<file path="src/rtl/vga_sync_decoder_if.sv">
// Sync stream from the timing generator and the recovered position/status from the decoder.
// master = stream source / observer, slave = vga_sync_decoder.
interface vga_sync_decoder_if;
    logic        hsync;
    logic        vsync;
    logic        video_on;
    logic [9:0]  pix_col;
    logic [9:0]  pix_row;
    logic        pix_valid;
    logic        line_start;
    logic        frame_start;
    logic        locked;
    logic [10:0] line_len;
    logic [10:0] frame_lines;
    logic        err_pulse;
    logic [7:0]  err_count;

    modport master (
        output hsync, vsync, video_on,
        input  pix_col, pix_row, pix_valid, line_start, frame_start,
        input  locked, line_len, frame_lines, err_pulse, err_count
    );

    modport slave (
        input  hsync, vsync, video_on,
        output pix_col, pix_row, pix_valid, line_start, frame_start,
        output locked, line_len, frame_lines, err_pulse, err_count
    );
endinterface

</file>
<file path="src/rtl/vga_sync_decoder.sv">
// Receive-side VGA sync decoder: rebuilds pixel row/col from hsync/vsync/video_on,
// measures line/frame lengths, tracks lock and counts timing errors.
module vga_sync_decoder #(
    parameter int H_SYNC          = 96,
    parameter int H_BP            = 48,
    parameter int H_ACTIVE        = 640,
    parameter int H_TOTAL         = 800,
    parameter int V_SYNC          = 2,
    parameter int V_BP            = 33,
    parameter int V_ACTIVE        = 480,
    parameter int V_TOTAL         = 525,
    parameter bit SYNC_ACTIVE_LOW = 1'b1
) (
    input  logic              clk,
    input  logic              rst,
    vga_sync_decoder_if.slave bus
);

    typedef enum logic [1:0] {
        S_WAIT_V = 2'd0,
        S_CHECK  = 2'd1,
        S_LOCKED = 2'd2
    } state_t;

    localparam logic [10:0] H_START   = 11'(H_SYNC + H_BP);
    localparam logic [10:0] H_END     = 11'(H_SYNC + H_BP + H_ACTIVE - 1);
    localparam logic [10:0] V_START   = 11'(V_SYNC + V_BP);
    localparam logic [10:0] V_END     = 11'(V_SYNC + V_BP + V_ACTIVE - 1);
    localparam logic [10:0] LINE_NOM  = 11'(H_TOTAL);
    localparam logic [10:0] FRAME_NOM = 11'(V_TOTAL);
    localparam logic [10:0] CNT_MAX   = '1;

    function automatic logic [10:0] sat_inc(input logic [10:0] v);
        return (v == CNT_MAX) ? v : v + 11'd1;
    endfunction

    // Input stage, normalised to active-high
    logic r_hs, r_hs_d, r_vs, r_vs_d, r_von;

    always_ff @(posedge clk) begin
        if (rst) begin
            r_hs   <= 1'b0;
            r_hs_d <= 1'b0;
            r_vs   <= 1'b0;
            r_vs_d <= 1'b0;
            r_von  <= 1'b0;
        end else begin
            r_hs   <= bus.hsync ^ SYNC_ACTIVE_LOW;
            r_vs   <= bus.vsync ^ SYNC_ACTIVE_LOW;
            r_von  <= bus.video_on;
            r_hs_d <= r_hs;
            r_vs_d <= r_vs;
        end
    end

    logic        r_armed;
    logic [10:0] r_h_cnt, r_v_cnt;
    logic        r_v_pend;
    logic [9:0]  r_pix_col, r_pix_row;
    logic        r_pix_valid, r_line_start, r_frame_start, r_locked;
    logic [10:0] r_line_len, r_frame_lines;
    logic        r_err_pulse;
    logic [7:0]  r_err_count;
    state_t      r_state;
    logic        r_seen_fs;

    logic        w_hs_edge, w_vs_edge, w_fs;
    logic [10:0] w_h_nxt, w_v_nxt, w_len_nxt, w_lines_nxt;
    logic        w_valid, w_timeout;
    state_t      w_state_nxt;
    logic        w_seen_nxt, w_err;

    assign w_hs_edge   = r_hs & ~r_hs_d;
    assign w_vs_edge   = r_vs & ~r_vs_d;
    assign w_fs        = w_hs_edge & (r_v_pend | w_vs_edge);
    assign w_len_nxt   = sat_inc(r_h_cnt);
    assign w_lines_nxt = sat_inc(r_v_cnt);

    // Counts describe the sample now in the input register, so outputs can be registered directly
    assign w_h_nxt = w_hs_edge ? '0 : sat_inc(r_h_cnt);
    assign w_v_nxt = w_fs ? '0 : (w_hs_edge ? sat_inc(r_v_cnt) : r_v_cnt);

    assign w_valid = (w_h_nxt >= H_START) && (w_h_nxt <= H_END) &&
                     (w_v_nxt >= V_START) && (w_v_nxt <= V_END);

    // Fires only on the cycle the counter first hits its ceiling
    assign w_timeout = (w_h_nxt == CNT_MAX) && (r_h_cnt != CNT_MAX);

    always_comb begin
        w_state_nxt = r_state;
        w_seen_nxt  = r_seen_fs;
        w_err       = 1'b0;
        if (r_armed) begin
            case (r_state)
                S_WAIT_V: begin
                    if (w_fs) begin
                        w_state_nxt = S_CHECK;
                        w_seen_nxt  = 1'b1;
                    end
                end
                S_CHECK: begin
                    if (w_timeout || (w_hs_edge && (w_len_nxt != LINE_NOM))) begin
                        w_err       = 1'b1;
                        w_state_nxt = S_WAIT_V;
                    end else if (w_fs) begin
                        // A frame entered mid-way from LOCKED is only a start marker
                        if (!r_seen_fs) begin
                            w_seen_nxt = 1'b1;
                        end else if (w_lines_nxt == FRAME_NOM) begin
                            w_state_nxt = S_LOCKED;
                        end else begin
                            w_err = 1'b1;
                        end
                    end
                end
                S_LOCKED: begin
                    if (w_timeout) begin
                        w_err       = 1'b1;
                        w_state_nxt = S_WAIT_V;
                    end else if ((w_hs_edge && (w_len_nxt != LINE_NOM)) ||
                                 (w_fs && (w_lines_nxt != FRAME_NOM)) ||
                                 (r_von != w_valid)) begin
                        w_err       = 1'b1;
                        w_state_nxt = S_CHECK;
                        w_seen_nxt  = 1'b0;
                    end
                end
                default: w_state_nxt = S_WAIT_V;
            endcase
        end
    end

    always_ff @(posedge clk) begin
        if (rst) begin
            r_state   <= S_WAIT_V;
            r_seen_fs <= 1'b0;
        end else begin
            r_state   <= w_state_nxt;
            r_seen_fs <= w_seen_nxt;
        end
    end

    always_ff @(posedge clk) begin
        if (rst) begin
            r_armed       <= 1'b0;
            r_h_cnt       <= '0;
            r_v_cnt       <= '0;
            r_v_pend      <= 1'b0;
            r_pix_col     <= '0;
            r_pix_row     <= '0;
            r_pix_valid   <= 1'b0;
            r_line_start  <= 1'b0;
            r_frame_start <= 1'b0;
            r_locked      <= 1'b0;
            r_line_len    <= '0;
            r_frame_lines <= '0;
            r_err_pulse   <= 1'b0;
            r_err_count   <= '0;
        end else if (!r_armed) begin
            // Everything stays frozen until the first vsync edge after reset
            r_armed <= w_vs_edge;
        end else begin
            r_h_cnt <= w_h_nxt;
            r_v_cnt <= w_v_nxt;
            if (w_fs) begin
                r_v_pend <= 1'b0;
            end else if (w_vs_edge) begin
                r_v_pend <= 1'b1;
            end
            if (w_hs_edge) begin
                r_line_len <= w_len_nxt;
            end
            if (w_fs) begin
                r_frame_lines <= w_lines_nxt;
            end
            r_pix_valid   <= w_valid;
            r_pix_col     <= w_valid ? 10'(w_h_nxt - H_START) : '0;
            r_pix_row     <= w_valid ? 10'(w_v_nxt - V_START) : '0;
            r_line_start  <= w_hs_edge;
            r_frame_start <= w_fs;
            r_err_pulse   <= w_err;
            if (w_err && (r_err_count != '1)) begin
                r_err_count <= r_err_count + 8'd1;
            end
            r_locked <= (r_state == S_LOCKED);
        end
    end

    assign bus.pix_col     = r_pix_col;
    assign bus.pix_row     = r_pix_row;
    assign bus.pix_valid   = r_pix_valid;
    assign bus.line_start  = r_line_start;
    assign bus.frame_start = r_frame_start;
    assign bus.locked      = r_locked;
    assign bus.line_len    = r_line_len;
    assign bus.frame_lines = r_frame_lines;
    assign bus.err_pulse   = r_err_pulse;
    assign bus.err_count   = r_err_count;

endmodule

</file>
<file path="src/flat_wrapper.sv">
// flat-port wrapper written by rule: the top's interface ports become plain ports
module vga_sync_decoder_flat 
#(
    parameter int H_SYNC          = 96,
    parameter int H_BP            = 48,
    parameter int H_ACTIVE        = 640,
    parameter int H_TOTAL         = 800,
    parameter int V_SYNC          = 2,
    parameter int V_BP            = 33,
    parameter int V_ACTIVE        = 480,
    parameter int V_TOTAL         = 525,
    parameter bit SYNC_ACTIVE_LOW = 1'b1
)
  (clk, rst, bus_hsync, bus_vsync, bus_video_on, bus_pix_col, bus_pix_row, bus_pix_valid, bus_line_start, bus_frame_start, bus_locked, bus_line_len, bus_frame_lines, bus_err_pulse, bus_err_count);
  vga_sync_decoder_if bus_i ();
  input  logic clk;
  input  logic rst;
  input wire logic [$bits(bus_i.hsync)-1:0] bus_hsync;
  input wire logic [$bits(bus_i.vsync)-1:0] bus_vsync;
  input wire logic [$bits(bus_i.video_on)-1:0] bus_video_on;
  output wire logic [$bits(bus_i.pix_col)-1:0] bus_pix_col;
  output wire logic [$bits(bus_i.pix_row)-1:0] bus_pix_row;
  output wire logic [$bits(bus_i.pix_valid)-1:0] bus_pix_valid;
  output wire logic [$bits(bus_i.line_start)-1:0] bus_line_start;
  output wire logic [$bits(bus_i.frame_start)-1:0] bus_frame_start;
  output wire logic [$bits(bus_i.locked)-1:0] bus_locked;
  output wire logic [$bits(bus_i.line_len)-1:0] bus_line_len;
  output wire logic [$bits(bus_i.frame_lines)-1:0] bus_frame_lines;
  output wire logic [$bits(bus_i.err_pulse)-1:0] bus_err_pulse;
  output wire logic [$bits(bus_i.err_count)-1:0] bus_err_count;
  assign bus_i.hsync = bus_hsync;
  assign bus_i.vsync = bus_vsync;
  assign bus_i.video_on = bus_video_on;
  assign bus_pix_col = bus_i.pix_col;
  assign bus_pix_row = bus_i.pix_row;
  assign bus_pix_valid = bus_i.pix_valid;
  assign bus_line_start = bus_i.line_start;
  assign bus_frame_start = bus_i.frame_start;
  assign bus_locked = bus_i.locked;
  assign bus_line_len = bus_i.line_len;
  assign bus_frame_lines = bus_i.frame_lines;
  assign bus_err_pulse = bus_i.err_pulse;
  assign bus_err_count = bus_i.err_count;
  vga_sync_decoder #(.H_SYNC(H_SYNC), .H_BP(H_BP), .H_ACTIVE(H_ACTIVE), .H_TOTAL(H_TOTAL), .V_SYNC(V_SYNC), .V_BP(V_BP), .V_ACTIVE(V_ACTIVE), .V_TOTAL(V_TOTAL), .SYNC_ACTIVE_LOW(SYNC_ACTIVE_LOW)) u_core (.clk(clk), .rst(rst), .bus(bus_i));
endmodule
</file>
<file path="config.mk">
export PLATFORM = sky130hd
export DESIGN_NAME = vga_sync_decoder_flat
export DESIGN_NICKNAME = d
export VERILOG_FILES = /design/src/rtl/vga_sync_decoder_if.sv /design/src/rtl/vga_sync_decoder.sv /design/src/flat_wrapper.sv
export SDC_FILE = /design/constraint.sdc
export NUM_CORES = 1
export LEC_CHECK = 0
export BUFFER_PORTS_ARGS = -buffer_cell sky130_fd_sc_hd__buf_2
export CAP_MARGIN = 5
export CORE_ASPECT_RATIO = 1.2
export CORE_MARGIN = 4
export CORE_UTILIZATION = 35
export CTS_CLUSTER_SIZE = 40
export DETAILED_ROUTE_END_ITERATION = 10
export PLACE_DENSITY = 0.57
export SLEW_MARGIN = 20
export SYNTH_ARGS = -nofsm -noshare
export SYNTH_HDL_FRONTEND = slang
export SYNTH_SLANG_ARGS = --single-unit
</file>
<file path="constraint.sdc">
create_clock -name clk -period 3.65 [get_ports clk]
set_clock_uncertainty 0.2 [all_clocks]
set_input_delay 0.1825 -clock clk [delete_from_list [all_inputs] [get_ports clk]]
set_output_delay 0.1825 -clock clk [all_outputs]
set_load 0.05 [all_outputs]
</file>
==> flow_summary_export.csv, run 1 <==
group,metric,value,unit
critical_path,path_max_fanout,6,
finish,post-route-util,46.3,%
sta,grt_setup_unrepaired,"true",
floorplan,die_area,0.0166,mm2
sta,fin_crit_sh,97.6,%
finish,final_common_cell,"dfxtp_1",
critical_path,rrSetupSlack,0.09,ns
yosys,synth_top_flop_cell,"dfxtp_1",
clocking,htree_levels,3,
clocking,cts_root_buf,"clkbuf_16",
critical_path,start_kind,"flop",
finish,n_antenna_cell,0,
global_route,grt_pass1_wl,24.3,mm
placement,gp_congestion,0.889,
clocking,path_clk_slew,0.06,ns
sta,slew_violations,0,
floorplan,die_x,118,um
finish,nets,749,
global_route,grt.total_usage,17.9,%
detailed_routing,num_vias,4985,
floorplan,fp.coreArea,0.0144,mm2
detailed_routing,drtAntennaViolNets,0,
yosys,netlist_instances,630,
yosys,synth_seq_cells,87,
flow_run,maxCapViolations,0,
clocking,clk_path_buf_depth,2,
yosys,synth_edf_count,0,
critical_path,required,3.73,ns
floorplan,die_y,140,um
detailed_routing,viasPerCell,5.47,
pwr,ir_drop,0.258,mV
yosys,syn_nets,648,
clocking,cts.sinks,87,
critical_path,cpMaxStageDelayCell,"or4_1",
sta,final_hold_viol_count,0,
clocking,cts_buffers,9,
critical_path,crit_chain,"ha_4 > nand3_4 > buf_4 > o31ai_1 > mux2i_2 > nand2b_4 > nor4_4 > nor4_4 > a211oi_4 > mux2_4 > or4_1 > a21oi_1",
finish,final_layout_size_suffix_gt1_share,30.6,%
clocking,worstSkewPairLatency,0.36,ns
finish,area_growth_syn_to_layout,29.7,%
global_route,grt_overflow,0,
sta,tightest_slew,0.968,ns
run_status,status,"complete, no violations",
yosys,postSynth.asyncResetShare,0,%
yosys,syn_avg_cell_area,8.13,um2
global_route,grt_pass1_vias,4758,
detailed_routing,wl_per_cell,16.7,um
floorplan,rows,48,
worst_hold_path,hold_class,"input port to flop",
detailed_routing,drc,0,
critical_path,crit_top_cell,"nor4_4",
sta,setup_viol,0,
critical_path,critical_path_arrival,3.64,ns
yosys,ys_types,70,
detailed_routing,drtIter0Drc,230,
sta,period_needed,3.56,ns
floorplan,pin_count,60,
critical_path,crit_path_end_kind,"flop",
clocking,cts_tree,"done",
yosys,ys_warn_count,0,
yosys,yosysSeqAreaShare,34.0,%
finish,final_cell_mix,"dfxtp_1, nor2_1, buf_4, a21oi_1, buf_2",
floorplan,initial_core_util,35.7,%
pwr,pwr_density_cell,330,mW/mm2
global_route,grt_antenna_before_repair,0,
sta,fin_tns_setup,0,ns
pwr,leakage,2.63,nW
placement,dp_hpwl,10.8,mm
placement,port_buffers,59,
detailed_routing,wl,15.2,mm
critical_path,crit_type,"flop to flop",
yosys,syn-cell-area,0.00512,mm2
detailed_routing,dr.pass1.iters,4,
sta,fmax,0.281,GHz
critical_path,cpPeakStageDelay,0.51,ns
global_route,grt_max_degree,80,
sta,slew-limit-headroom,35.2,%
flip-flops by register name, indices dropped and copies added (netlist names):
name                    flops
u_core.bus.frame_lines     11
u_core.bus.line_len        11
u_core.r_h_cnt             11
u_core.r_v_cnt             11
u_core.bus.pix_col         10
u_core.bus.pix_row         10
u_core.bus.err_count        8
u_core.r_state              2
u_core.bus.err_pulse        1
u_core.bus.frame_start      1
u_core.bus.line_start       1
u_core.bus.locked           1
u_core.bus.pix_valid        1
u_core.r_armed              1
u_core.r_hs                 1
u_core.r_hs_d               1
u_core.r_seen_fs            1
u_core.r_v_pend             1
u_core.r_von                1
u_core.r_vs                 1
u_core.r_vs_d               1
layout make-up:
type	instances	area, um2
clock buffers	9	225
multi-input cells	481	3320
repair buffers	137	948
fillers	1405	7710
inverters	15	58.8
well taps	175	219
clock inverters	7	96.3
flip-flops and latches	87	1770
logic make-up (layout without fill, tap and decap cells):
group           after synthesis  after routing  share of synthesized area (%)
mux                          32             33                           6.43
compound gates              150            150                           19.7
buf+inv                      63            168                           5.47
simple gates                268            268                           28.3
xor+xnor                     17             17                           2.91
flops                        87             87                           34.0
fa+ha+maj                    13             13                           3.18
per-layer routing:
layer,wire length [um],up-vias,global-route usage [%]
li1,-,2460,-
met4,480,0,9.33
met3,493,32,2.67
met1,6200,2387,20.4
met2,8060,106,32.5
met5,0,-,0
critical path: cells and delay by family (launching register included):
kind	cells	cell delay, ns
AO/OA/AOI/OAI	3	0.83
adder cells (fa/ha/maj)	1	0.15
buffers and inverters	1	0.17
flip-flops	1	0.35
multiplexers	2	0.56
AND/OR/NAND/NOR	5	1.21
through the flow:
step	hold WS (ns)	std cells	power [W]	instance area, um2	setup slack (ns)
after global routing	0.259	911	0.00228	6640	-0.0228
final	0.217	911	0.00219	6640	0.0873
after detailed placement	0.143	879	0.00118	5960	0.00939
after global placement	0.139	879	0.00118	5960	0.0634
after CTS	0.194	898	0.00220	6310	0.00891
after floorplan	0.0549	630	0.00112	5170	0.00901
Yosys cell counts (4+ instances only):
library cell	n	share of area [%]
dfxtp_1	87	34
nor2_1	71	5.2
a21oi_1	60	5.9
nand2_1	44	3.2
nand2b_1	34	4.2
nand3_1	31	3.0
clkbuf_1	27	2.0
mux2i_1	25	4.9
o21ai_0	16	1.6
inv_1	14	1.0
ha_1	13	3.2
xnor2_1	13	2.2
a211oi_1	11	1.6
nor3_1	11	1.1
o31ai_1	11	1.6
nand4_1	9	1.1
and3_1	8	0.98
buf_2	8	0.78
nor2b_1	8	0.98
and2_1	7	0.86
buf_4	7	1.0
a21o_1	6	0.88
nor4_1	6	0.73
o211ai_1	6	0.88
o21a_1	6	0.88
buf_1	5	0.37
mux2_2	5	1.1
nand3_2	5	0.98
nand3b_1	5	0.73
a31oi_1	4	0.49
and4_1	4	0.68
or3_1	4	0.49
or4_1	4	0.59
xor2_1	4	0.68
report_power, final:
part	switching [W]	leakage (nW)	total [W]	internal, W
sequential	0.00000890	0.713	0.000968	0.000959
clock	0.000415	0.160	0.00102	0.000602
combinational	0.000123	1.76	0.000208	0.0000848
worst paths after layout:
path,end,depth (start not counted),startpoint
worst max-delay path,u_core.bus.err_count[7],12,u_core.r_v_cnt[0]
worst min-delay path,u_core.bus.locked,2,rst
worst max register to register,u_core.bus.err_count[7],12,u_core.r_v_cnt[0]
worst min register to register,u_core.bus.frame_lines[0],2,u_core.bus.frame_lines[0]
timing repair:
action | 4_1_cts | 5_1_grt
resized for setup | 1 | 60
setup endpoints to repair | 3 | 11
endpoints found under the hold margin | 3 | 0
setup buffers | 0 | 13
pin swaps | 0 | 14
hold buffers | 3 | 0
cloned | 0 | 1
Note: power is estimated with default switching activity, not from simulation.
==> run 2, diff against run 1 <==
PLACE_DENSITY = 0.55   (was 0.57)
clock period = 3.6 ns   (was 3.65 ns; I/O delays follow)
==> run 2 against run 1 <==
Against the previous run:
- total power increased by 3.7%
- global-route usage increased by 0.50 points
- sequential share of layout area decreased by 0.31 points
- worst setup slack improved by 0.028 ns
- via count increased by 0.68%
- final cell count increased by 0.88%
- flip-flop and latch count unchanged
- critical endpoint is now u_core.bus.err_count[4]
==> flow_summary_export.csv, run 2 (synthesis results as in run 1) <==
group,metric,value,unit
run_status,status,"complete, no violations",
finish,final_cell_mix,"buf_4, dfxtp_1, nor2_1, a21oi_1, buf_2",
detailed_routing,drtIter0Drc,272,
placement,place_inst,886,
critical_path,crit_path_end_kind,"flop",
sta,final_hold_viol_count,0,
global_route,grt_antenna_before_repair,0,
detailed_routing,viasPerCell,5.46,
placement,gp_congestion,0.916,
critical_path,start_kind,"flop",
global_route,grt_pass1_wl,24.8,mm
sta,fmax,0.287,GHz
sta,slew-limit-headroom,36.5,%
pwr,seq_power_share,43.3,%
finish,final_common_cell,"buf_4",
detailed_routing,drtAntennaViolNets,0,
pwr,ir_drop,0.176,mV
critical_path,rr_startpoint,"u_core.r_v_cnt[1]",
placement,place_area,0.00600,mm2
clocking,path_clk_slew,0.06,ns
pwr,p_int,0.00174,W
placement,port_buffers,59,
clocking,htree_levels,3,
pwr,leakage,2.63,nW
pwr,swShare,23.7,%
clocking,worstSkewPairLatency,0.35,ns
floorplan,fp.coreArea,0.0144,mm2
critical_path,required,3.64,ns
global_route,grt_max_degree,80,
sta,fin_crit_sh,96.8,%
sta,period_needed,3.49,ns
pwr,p_switching,0.000538,W
finish,post-route-util,46.4,%
detailed_routing,num_vias,5019,
pwr,total_power,0.00227,W
pwr,clkPwrFrac,47.5,%
detailed_routing,wl,15.6,mm
worst_hold_path,worstHoldStart,"rst",
sta,setup_viol,0,
pwr,pwr_density_cell,342,mW/mm2
critical_path,rrSetupSlack,0.11,ns
clocking,cts_tree,"done",
finish,final_cells,919,
critical_path,critical_path_arrival,3.52,ns
floorplan,initial_core_util,35.7,%
finish,nets,758,
critical_path,r2r-end,"u_core.bus.err_count[4]",
finish,n_antenna_cell,0,
sta,slew_violations,0,
worst_hold_path,hold_class,"input port to flop",
worst_hold_path,min_to,"u_core.bus.locked",
clocking,cts_root_buf,"clkbuf_16",
finish,area_growth_syn_to_layout,30.1,%
floorplan,die_area,0.0166,mm2
detailed_routing,dr.pass1.iters,4,
worst_hold_path,holdPathStages,2,
floorplan,rows,48,
floorplan,pin_count,60,
sta,fin_tns_setup,0,ns
detailed_routing,wl_per_cell,16.9,um
clocking,cts.sinks,87,
floorplan,die_y,140,um
placement,dp_hpwl,11.3,mm
critical_path,path_max_fanout,5,
floorplan,die_x,118,um
sta,tightest_slew,0.949,ns
finish,postLayoutCellArea,0.00666,mm2
global_route,grt.total_usage,18.4,%
critical_path,reg2reg_depth,14,
finish,final_layout_size_suffix_gt1_share,30.1,%
pwr,pwr-share-comb,9.2,%
flow_run,maxCapViolations,0,
critical_path,crit_type,"flop to flop",
global_route,grt_overflow,0,
clocking,clk_path_buf_depth,2,
clocking,cts_buffers,9,
global_route,grt_pass1_vias,4877,
detailed_routing,drc,0,
-- run 2: repair_timing --
item                                   in CTS  in global routing
resized for setup                           0                 43
setup endpoints to repair                   0                 11
hold buffers                                3                  0
endpoints found under the hold margin       3                  0
buffers inserted                            0                 13
-- run 2: through the flow --
step,hold WS [ns],setup slack (ns)
6_report,0.166,0.115
5_1_grt,0.216,-0.0164
3_5_place_dp,0.146,0.0342
3_3_place_gp,0.143,0.0864
2_1_floorplan,0.0524,0.00453
4_1_cts,0.163,0.00790
-- run 2: layout make-up --
cell class	count	area, um2
clock buffer	10	229
clock inverter	5	108
fill	1420	7690
inverter	15	58.8
multi-input combinational	482	3330
sequential	87	1760
tap	175	219
timing repair buffer	145	960
-- run 2: how the worst max path moves through the flow --
stage / startpoint / endpoint / slack, ns / cells after the start
6_report: u_core.r_v_cnt[1] / u_core.bus.err_count[4] / 0.11 / 14
5_1_grt: u_core.r_v_cnt[1] / u_core.bus.err_count[5] / -0.02 / 14
4_1_cts: u_core.r_h_cnt[4] / u_core.bus.err_count[4] / 0.008 / 13
3_5_place_dp: u_core.r_h_cnt[1] / u_core.bus.err_count[4] / 0.03 / 11
3_3_place_gp: u_core.r_v_cnt[0] / u_core.bus.err_count[4] / 0.09 / 13
2_1_floorplan: u_core.r_v_cnt[1] / u_core.bus.err_count[4] / 0.005 / 16
-- run 2: routing by layer --
layer  routed length [um]  GRT usage [%]  up-vias
met5                    0              0        -
li1                     -              -     2478
met1                 6330           21.1     2406
met4                  392           8.91        0
met2                 8390           33.7      107
met3                  448           2.46       28
-- run 2: critical path, stage by stage, from the launching register on --
cell,delay (ns)
dfxtp_2,0.36
ha_4,0.16
nand3_4,0.14
nor3_4,0.17
a21oi_1,0.09
mux2_4,0.31
inv_4,0.08
ha_4,0.14
nand2_1,0.06
nor4_2,0.24
nor4_2,0.10
a211oi_4,0.34
mux2_4,0.38
nor4b_4,0.29
mux2_4,0.31
-- run 2: power by group through the flow --
stage                     registers [W]  clock network, W  logic (W)
after floorplan                 0.00101                 0   0.000127
after global placement          0.00100                 0   0.000196
after detailed placement        0.00100                 0   0.000197
after CTS                      0.000983           0.00111   0.000200
after global routing           0.000985           0.00114   0.000228
final                          0.000984           0.00108   0.000210
